[config.mk]
export PLATFORM = sky130hd
export DESIGN_NAME = i2s_transmitter_flat
export DESIGN_NICKNAME = d
export VERILOG_FILES = /design/src/rtl/i2s_transmitter_if.sv /design/src/rtl/i2s_transmitter.sv /design/src/flat_wrapper.sv
export SDC_FILE = /design/constraint.sdc
export NUM_CORES = 1
export LEC_CHECK = 0
export CORE_MARGIN = 3
export CORE_UTILIZATION = 55
export DETAILED_ROUTE_END_ITERATION = 12
export GPL_TIMING_DRIVEN = 0
export HOLD_SLACK_MARGIN = 0.12
export PLACE_DENSITY_LB_ADDON = 0.3
export SETUP_SLACK_MARGIN = 0.3
export SYNTH_ARGS = -nofsm -noshare
export SYNTH_HDL_FRONTEND = slang
export SYNTH_SLANG_ARGS = --single-unit
export TNS_END_PERCENT = 30
[constraint.sdc]
create_clock -name clk_in -period 2.9 [get_ports clk_in]
set_input_delay 0.58 -clock clk_in [delete_from_list [all_inputs] [get_ports clk_in]]
set_output_delay 0.58 -clock clk_in [all_outputs]
set_load 0.01 [all_outputs]
[src/rtl/i2s_transmitter_if.sv]
// Sample-in / I2S-out bundle shared by the transmitter and whatever feeds it.
// The sample source uses master; the transmitter uses slave.
interface i2s_transmitter_if;
    logic        ready_in;
    logic [15:0] left_in;
    logic [15:0] right_in;
    logic        i2s_bclk_out;
    logic        i2s_lrclk_out;
    logic        i2s_data_out;
    logic        frame_start_out;
    logic        underrun_out;
    logic        overflow_out;

    modport master (
        output ready_in, left_in, right_in,
        input  i2s_bclk_out, i2s_lrclk_out, i2s_data_out,
        input  frame_start_out, underrun_out, overflow_out
    );

    modport slave (
        input  ready_in, left_in, right_in,
        output i2s_bclk_out, i2s_lrclk_out, i2s_data_out,
        output frame_start_out, underrun_out, overflow_out
    );
endinterface

[src/rtl/i2s_transmitter.sv]
// 16-bit stereo I2S transmitter: 64 BCLK per frame, 16-bit words in 32-bit slots,
// one pending sample buffered ahead of the frame being shifted out.
module i2s_transmitter #(
    parameter int BCLK_HALF = 12
) (
    input  logic              clk_in,
    input  logic              rst_in,
    i2s_transmitter_if.slave  bus
);
    localparam int DIV_W = (BCLK_HALF > 1) ? $clog2(BCLK_HALF) : 1;
    localparam logic [DIV_W-1:0] DIV_LAST = DIV_W'(BCLK_HALF - 1);

    logic [DIV_W-1:0] r_div_cnt;
    logic             r_bclk;
    logic [5:0]       r_bit_cnt;
    logic             r_lrclk;
    logic             r_data;
    logic [15:0]      r_act_l;
    logic [15:0]      r_act_r;
    logic [15:0]      r_pend_l;
    logic [15:0]      r_pend_r;
    logic             r_pend_valid;
    logic             r_frame_start;
    logic             r_underrun;
    logic             r_overflow;

    logic             w_div_wrap;
    logic             w_fall;
    logic             w_frame_load;
    logic [5:0]       w_bit_next;
    logic [4:0]       w_k;
    logic [3:0]       w_idx;
    logic [15:0]      w_word;
    logic             w_data_next;

    assign w_div_wrap   = (r_div_cnt == DIV_LAST);
    assign w_fall       = w_div_wrap & r_bclk;
    assign w_frame_load = w_fall & (r_bit_cnt == 6'd63);
    assign w_bit_next   = r_bit_cnt + 6'd1;
    assign w_k          = w_bit_next[4:0];
    assign w_idx        = 4'(5'd16 - w_k);
    assign w_word       = w_bit_next[5] ? r_act_r : r_act_l;
    // Slot position 0 is the one-BCLK I2S delay; positions 17..31 pad the slot.
    assign w_data_next  = (w_k != 5'd0 && w_k <= 5'd16) ? w_word[w_idx] : 1'b0;

    always_ff @(posedge clk_in or negedge rst_in) begin
        if (!rst_in) begin
            r_div_cnt <= '0;
            r_bclk    <= 1'b0;
            r_bit_cnt <= 6'd63;
            r_lrclk   <= 1'b1;
            r_data    <= 1'b0;
        end else begin
            if (w_div_wrap) begin
                r_div_cnt <= '0;
                r_bclk    <= ~r_bclk;
            end else begin
                r_div_cnt <= r_div_cnt + DIV_W'(1);
            end
            if (w_fall) begin
                r_bit_cnt <= w_bit_next;
                r_lrclk   <= w_bit_next[5];
                r_data    <= w_data_next;
            end
        end
    end

    // A sample arriving on the frame-load edge lands in pending after the old
    // pending has moved to active, so it is never counted as an overflow.
    always_ff @(posedge clk_in or negedge rst_in) begin
        if (!rst_in) begin
            r_act_l       <= '0;
            r_act_r       <= '0;
            r_pend_l      <= '0;
            r_pend_r      <= '0;
            r_pend_valid  <= 1'b0;
            r_frame_start <= 1'b0;
            r_underrun    <= 1'b0;
            r_overflow    <= 1'b0;
        end else begin
            r_frame_start <= w_frame_load;
            r_underrun    <= w_frame_load & ~r_pend_valid;
            r_overflow    <= bus.ready_in & r_pend_valid & ~w_frame_load;
            if (w_frame_load && r_pend_valid) begin
                r_act_l <= r_pend_l;
                r_act_r <= r_pend_r;
            end
            if (bus.ready_in) begin
                r_pend_l     <= bus.left_in;
                r_pend_r     <= bus.right_in;
                r_pend_valid <= 1'b1;
            end else if (w_frame_load) begin
                r_pend_valid <= 1'b0;
            end
        end
    end

    assign bus.i2s_bclk_out    = r_bclk;
    assign bus.i2s_lrclk_out   = r_lrclk;
    assign bus.i2s_data_out    = r_data;
    assign bus.frame_start_out = r_frame_start;
    assign bus.underrun_out    = r_underrun;
    assign bus.overflow_out    = r_overflow;
endmodule

[src/flat_wrapper.sv]
// flat-port wrapper written by rule: the top's interface ports become plain ports
module i2s_transmitter_flat 
#(
    parameter int BCLK_HALF = 12
)
  (clk_in, rst_in, bus_ready_in, bus_left_in, bus_right_in, bus_i2s_bclk_out, bus_i2s_lrclk_out, bus_i2s_data_out, bus_frame_start_out, bus_underrun_out, bus_overflow_out);
  i2s_transmitter_if bus_i ();
  input  logic clk_in;
  input  logic rst_in;
  input wire logic [$bits(bus_i.ready_in)-1:0] bus_ready_in;
  input wire logic [$bits(bus_i.left_in)-1:0] bus_left_in;
  input wire logic [$bits(bus_i.right_in)-1:0] bus_right_in;
  output wire logic [$bits(bus_i.i2s_bclk_out)-1:0] bus_i2s_bclk_out;
  output wire logic [$bits(bus_i.i2s_lrclk_out)-1:0] bus_i2s_lrclk_out;
  output wire logic [$bits(bus_i.i2s_data_out)-1:0] bus_i2s_data_out;
  output wire logic [$bits(bus_i.frame_start_out)-1:0] bus_frame_start_out;
  output wire logic [$bits(bus_i.underrun_out)-1:0] bus_underrun_out;
  output wire logic [$bits(bus_i.overflow_out)-1:0] bus_overflow_out;
  assign bus_i.ready_in = bus_ready_in;
  assign bus_i.left_in = bus_left_in;
  assign bus_i.right_in = bus_right_in;
  assign bus_i2s_bclk_out = bus_i.i2s_bclk_out;
  assign bus_i2s_lrclk_out = bus_i.i2s_lrclk_out;
  assign bus_i2s_data_out = bus_i.i2s_data_out;
  assign bus_frame_start_out = bus_i.frame_start_out;
  assign bus_underrun_out = bus_i.underrun_out;
  assign bus_overflow_out = bus_i.overflow_out;
  i2s_transmitter #(.BCLK_HALF(BCLK_HALF)) u_core (.clk_in(clk_in), .rst_in(rst_in), .bus(bus_i));
endmodule
==> results.md <==
- outcome: complete, no violations
- site row count: 28
- Yosys warnings: 0
- endpoint type of the worst setup path: flip-flop
- final instance count without filler cells: 405
- number of global-route vias before repair: 2411
- class of the worst hold path: in -> async
- Worst Setup SP: u_core.r_bit_cnt[1]$_DFFE_PN1P_
- async set-or-reset flop fraction in the synthesized netlist: 100.0%
- Crit path largest cell delay: 0.61 ns
- first-pass GRT wire length: 11.73 mm
- Gate Count Post-Synth: 274
- DRC viols: 0
- Cell Area, Synth: 3598 sq um
- Clock Root Buffer: clkbuf_8
- final net count: 362
- total via count after detailed routing: 2308
- fraction of layout cells with a size suffix above 1: 30.61%
- Initial Util: 58.69%
- top-level port count: 41
- combined global-route utilization of all metal layers: 20.63%
- critical path arrival: 2.71 ns
- number of detailed-route iterations in the first pass: 4
- critical-path cell list: ha_1 > clkbuf_1 > nor2b_1 > a21oi_1 > or4b_1 > a31oi_1 > a221oi_1 > a32oi_1
- Slew HR: 64.23%
- aggregate routed wire length: 6.955 mm
- CTS H-tree lvls: 3
- final max-slew violation count: 0
- Die Footprint: 7549 sq um
- die height: 86.89 microns
- post-detailed-route wirelength per cell: 17.17 microns
- portion of synthesized cell area occupied by the leading cell type: 51.46%
- share of the clock period used by the worst path after layout: 83.98%
- Core Area: 6131 sq um
- count of buffer and inverter cells on the critical path: 1
- flip-flop and latch count after synthesis: 80
- Layout Area Growth over Synthesis: 19.40%
- # Post-CTS Setup Buffers: 0
- number of buffer cells added on primary ports: 39
- final total power: 0.002121 W
- antenna diode count: 0
- worst ir drop on vdd: 390.8 uV
- PwrDens: 493.6 nW/um^2
- CTS hold repair buffers: 0
- register clock-pin slew on the reported worst setup and hold paths: 0.08 ns
- Pleak: 1.905 nW
- number of cells on the worst reg-to-reg path: 8
- final setup violating endpoints: 0
- most common cell after layout, fill and taps aside: dfrtp_1
- measured slew at the worst slew-check pin: 0.5366 ns
- type of the setup path with the least slack: reg -> reg
- number of synthesized flops with an enable pin: 0
- max-capacitance violation count: 0
- CTS Sinks: 80
- Slowest-stage cell, CP: dfstp_2
- library cell occupying the most area in the post-synthesis netlist: dfrtp_1
- number of distinct library cells after synthesis: 54
- biggest area contributors in the synthesized netlist: dfrtp_1, mux2_2, dfstp_2
- critical path's top delay family: simple AND/OR/NAND/NOR gates
- final weighted congestion of routability-driven global placement: 0.9229
- Most used DFF post-synth: dfrtp_1
- Critical Path Start Type: flip-flop
- dpl cells: 389
- Vias/cell: 5.699
- die boundary width: 86.89 microns
- TritonCTS clock tree: yes
- most frequent cells in the layout: dfrtp_1, mux2_2, clkdlybuf4s50_1, nand2_1
- aggregate global routing overflow: 0
- placed wire-length estimate: 4.955 mm
- Hold Fails Final Rpt: 0
- WP data required: 3.17 ns
- clock insertion delay at the later pin of the skew report: 0.36 ns
- syn avg cell area: 13.13 sq um
- logic depth of the worst setup path including buffers: 8
- number of antenna violations at the first check in global routing: 0
- antenna violation net count after detailed routing: 0
- launch point of the worst reg-to-reg path: u_core.r_bit_cnt[1]$_DFFE_PN1P_
- pin count of the biggest net entering global routing: 49
- count of instances resized after the clock tree is built: 0
- critical path fanouts, max: 9
- TritonCTS Buffers: 9
- Clock Tree Buf Depth: 2
- time the worst path needs with I/O delays and setup: 2.435 ns
- sequential share of the synthesized area: 55.84%
- largest clock skew in the final design: 0.006375 ns
- RSZ-0062 raised after global routing: no
- Max Clock Freq: 0.4106 GHz
- synthesized net count: 311
- Iteration-0 DRC Markers: 191
==> worst paths after layout <==
kind / to / slack, ns
max: u_core.bus.i2s_data_out$_DFFE_PN0P_ / 0.46
min: u_core.bus.underrun_out$_DFF_PN0_ / 0.16
max reg2reg: u_core.bus.i2s_data_out$_DFFE_PN0P_ / 0.46
min reg2reg: u_core.r_div_cnt[0]$_DFF_PN0_ / 0.47
max in group asynchronous: u_core.r_bit_cnt[0]$_DFFE_PN1P_ / 2.12
min in group clk_in: u_core.r_div_cnt[0]$_DFF_PN0_ / 0.47
==> registers in the layout, indices dropped and copies added (netlist names), 4 cells and up <==
register          count
u_core.r_act_r       16
u_core.r_div_cnt      4
u_core.r_act_l       16
u_core.r_bit_cnt      5
u_core.r_pend_l      16
u_core.r_pend_r      16
==> synthesized netlist by cell type, types with 2 or more instances <==
library cell  number
buf_1              2
a31oi_1            5
nor3_1             2
ha_1               2
nor4_1             2
inv_1              2
dfrtp_1           74
nor2b_1            2
buf_4              3
dfstp_2            6
clkbuf_1           6
buf_6              3
nor2_1             6
buf_2              3
xnor2_1            7
and2_1             2
or2_2              2
o21ai_0            7
mux2_2            58
o31ai_1            2
nand2b_1           4
mux2_1             8
and3_1             3
a21oi_1            9
nand3_1            6
nand2_1           15
mux2i_1            6
==> where the power goes <==
part	leakage, nW	internal, W	total (W)	switching [W]
registers	1.01	0.00116	0.00118	0.0000240
logic	0.796	0.0000842	0.000132	0.0000474
clock network	0.0973	0.000398	0.000805	0.000406
total	1.91	0.00164	0.00212	0.000478
==> layout make-up <==
| cell class | instances | area (sq um) |
|---|---|---|
| Fill cell | 428 | 1834 |
| Inverter | 3 | 11.26 |
| Multi-Input combinational cell | 173 | 1456 |
| Tap cell | 75 | 93.84 |
| Clock buffer | 11 | 131.4 |
| Clock inverter | 5 | 57.56 |
| Buffer | 18 | 121.4 |
| Sequential cell | 80 | 2009 |
| Timing Repair Buffer | 40 | 415.4 |
==> stage by stage <==
stage               utilization [%]  cell area, sq um  TNS (ns)  hold slack (ns)  worst slack [ns]
finish                        70.08              4297         0           0.1580            0.4647
global route                  70.08              4297         0           0.1760            0.3440
floorplan                         -              3598         0           0.2844            0.8232
detailed placement            67.00              4108         0           0.4568            0.5460
CTS                           70.08              4297         0           0.1586            0.5185
global placement              66.59              4083   -111.33           0.4468            -1.463
==> kinds of logic (layout without fill, tap and decap cells) <==
family / Yosys count / count (layout) / synth area share (%)
buf+inv: 21 / 77 / 3.685
simple gates: 54 / 54 / 8.345
flops: 80 / 80 / 55.84
xor+xnor: 8 / 8 / 1.947
compound gates: 36 / 36 / 6.537
fa+ha+maj: 2 / 2 / 0.6953
mux: 73 / 73 / 22.95
==> per-layer routing <==
layer | vias to the layer above | track usage, % | share of wire (%)
met1 | 1140 | 27.45 | 45
met5 | - | 0 | 0
met2 | 67 | 31.54 | 47
li1 | 1082 | - | -
met4 | 0 | 12.04 | 3.2
met3 | 19 | 4.068 | 4.6
Power figures use the tool's default switching activity.
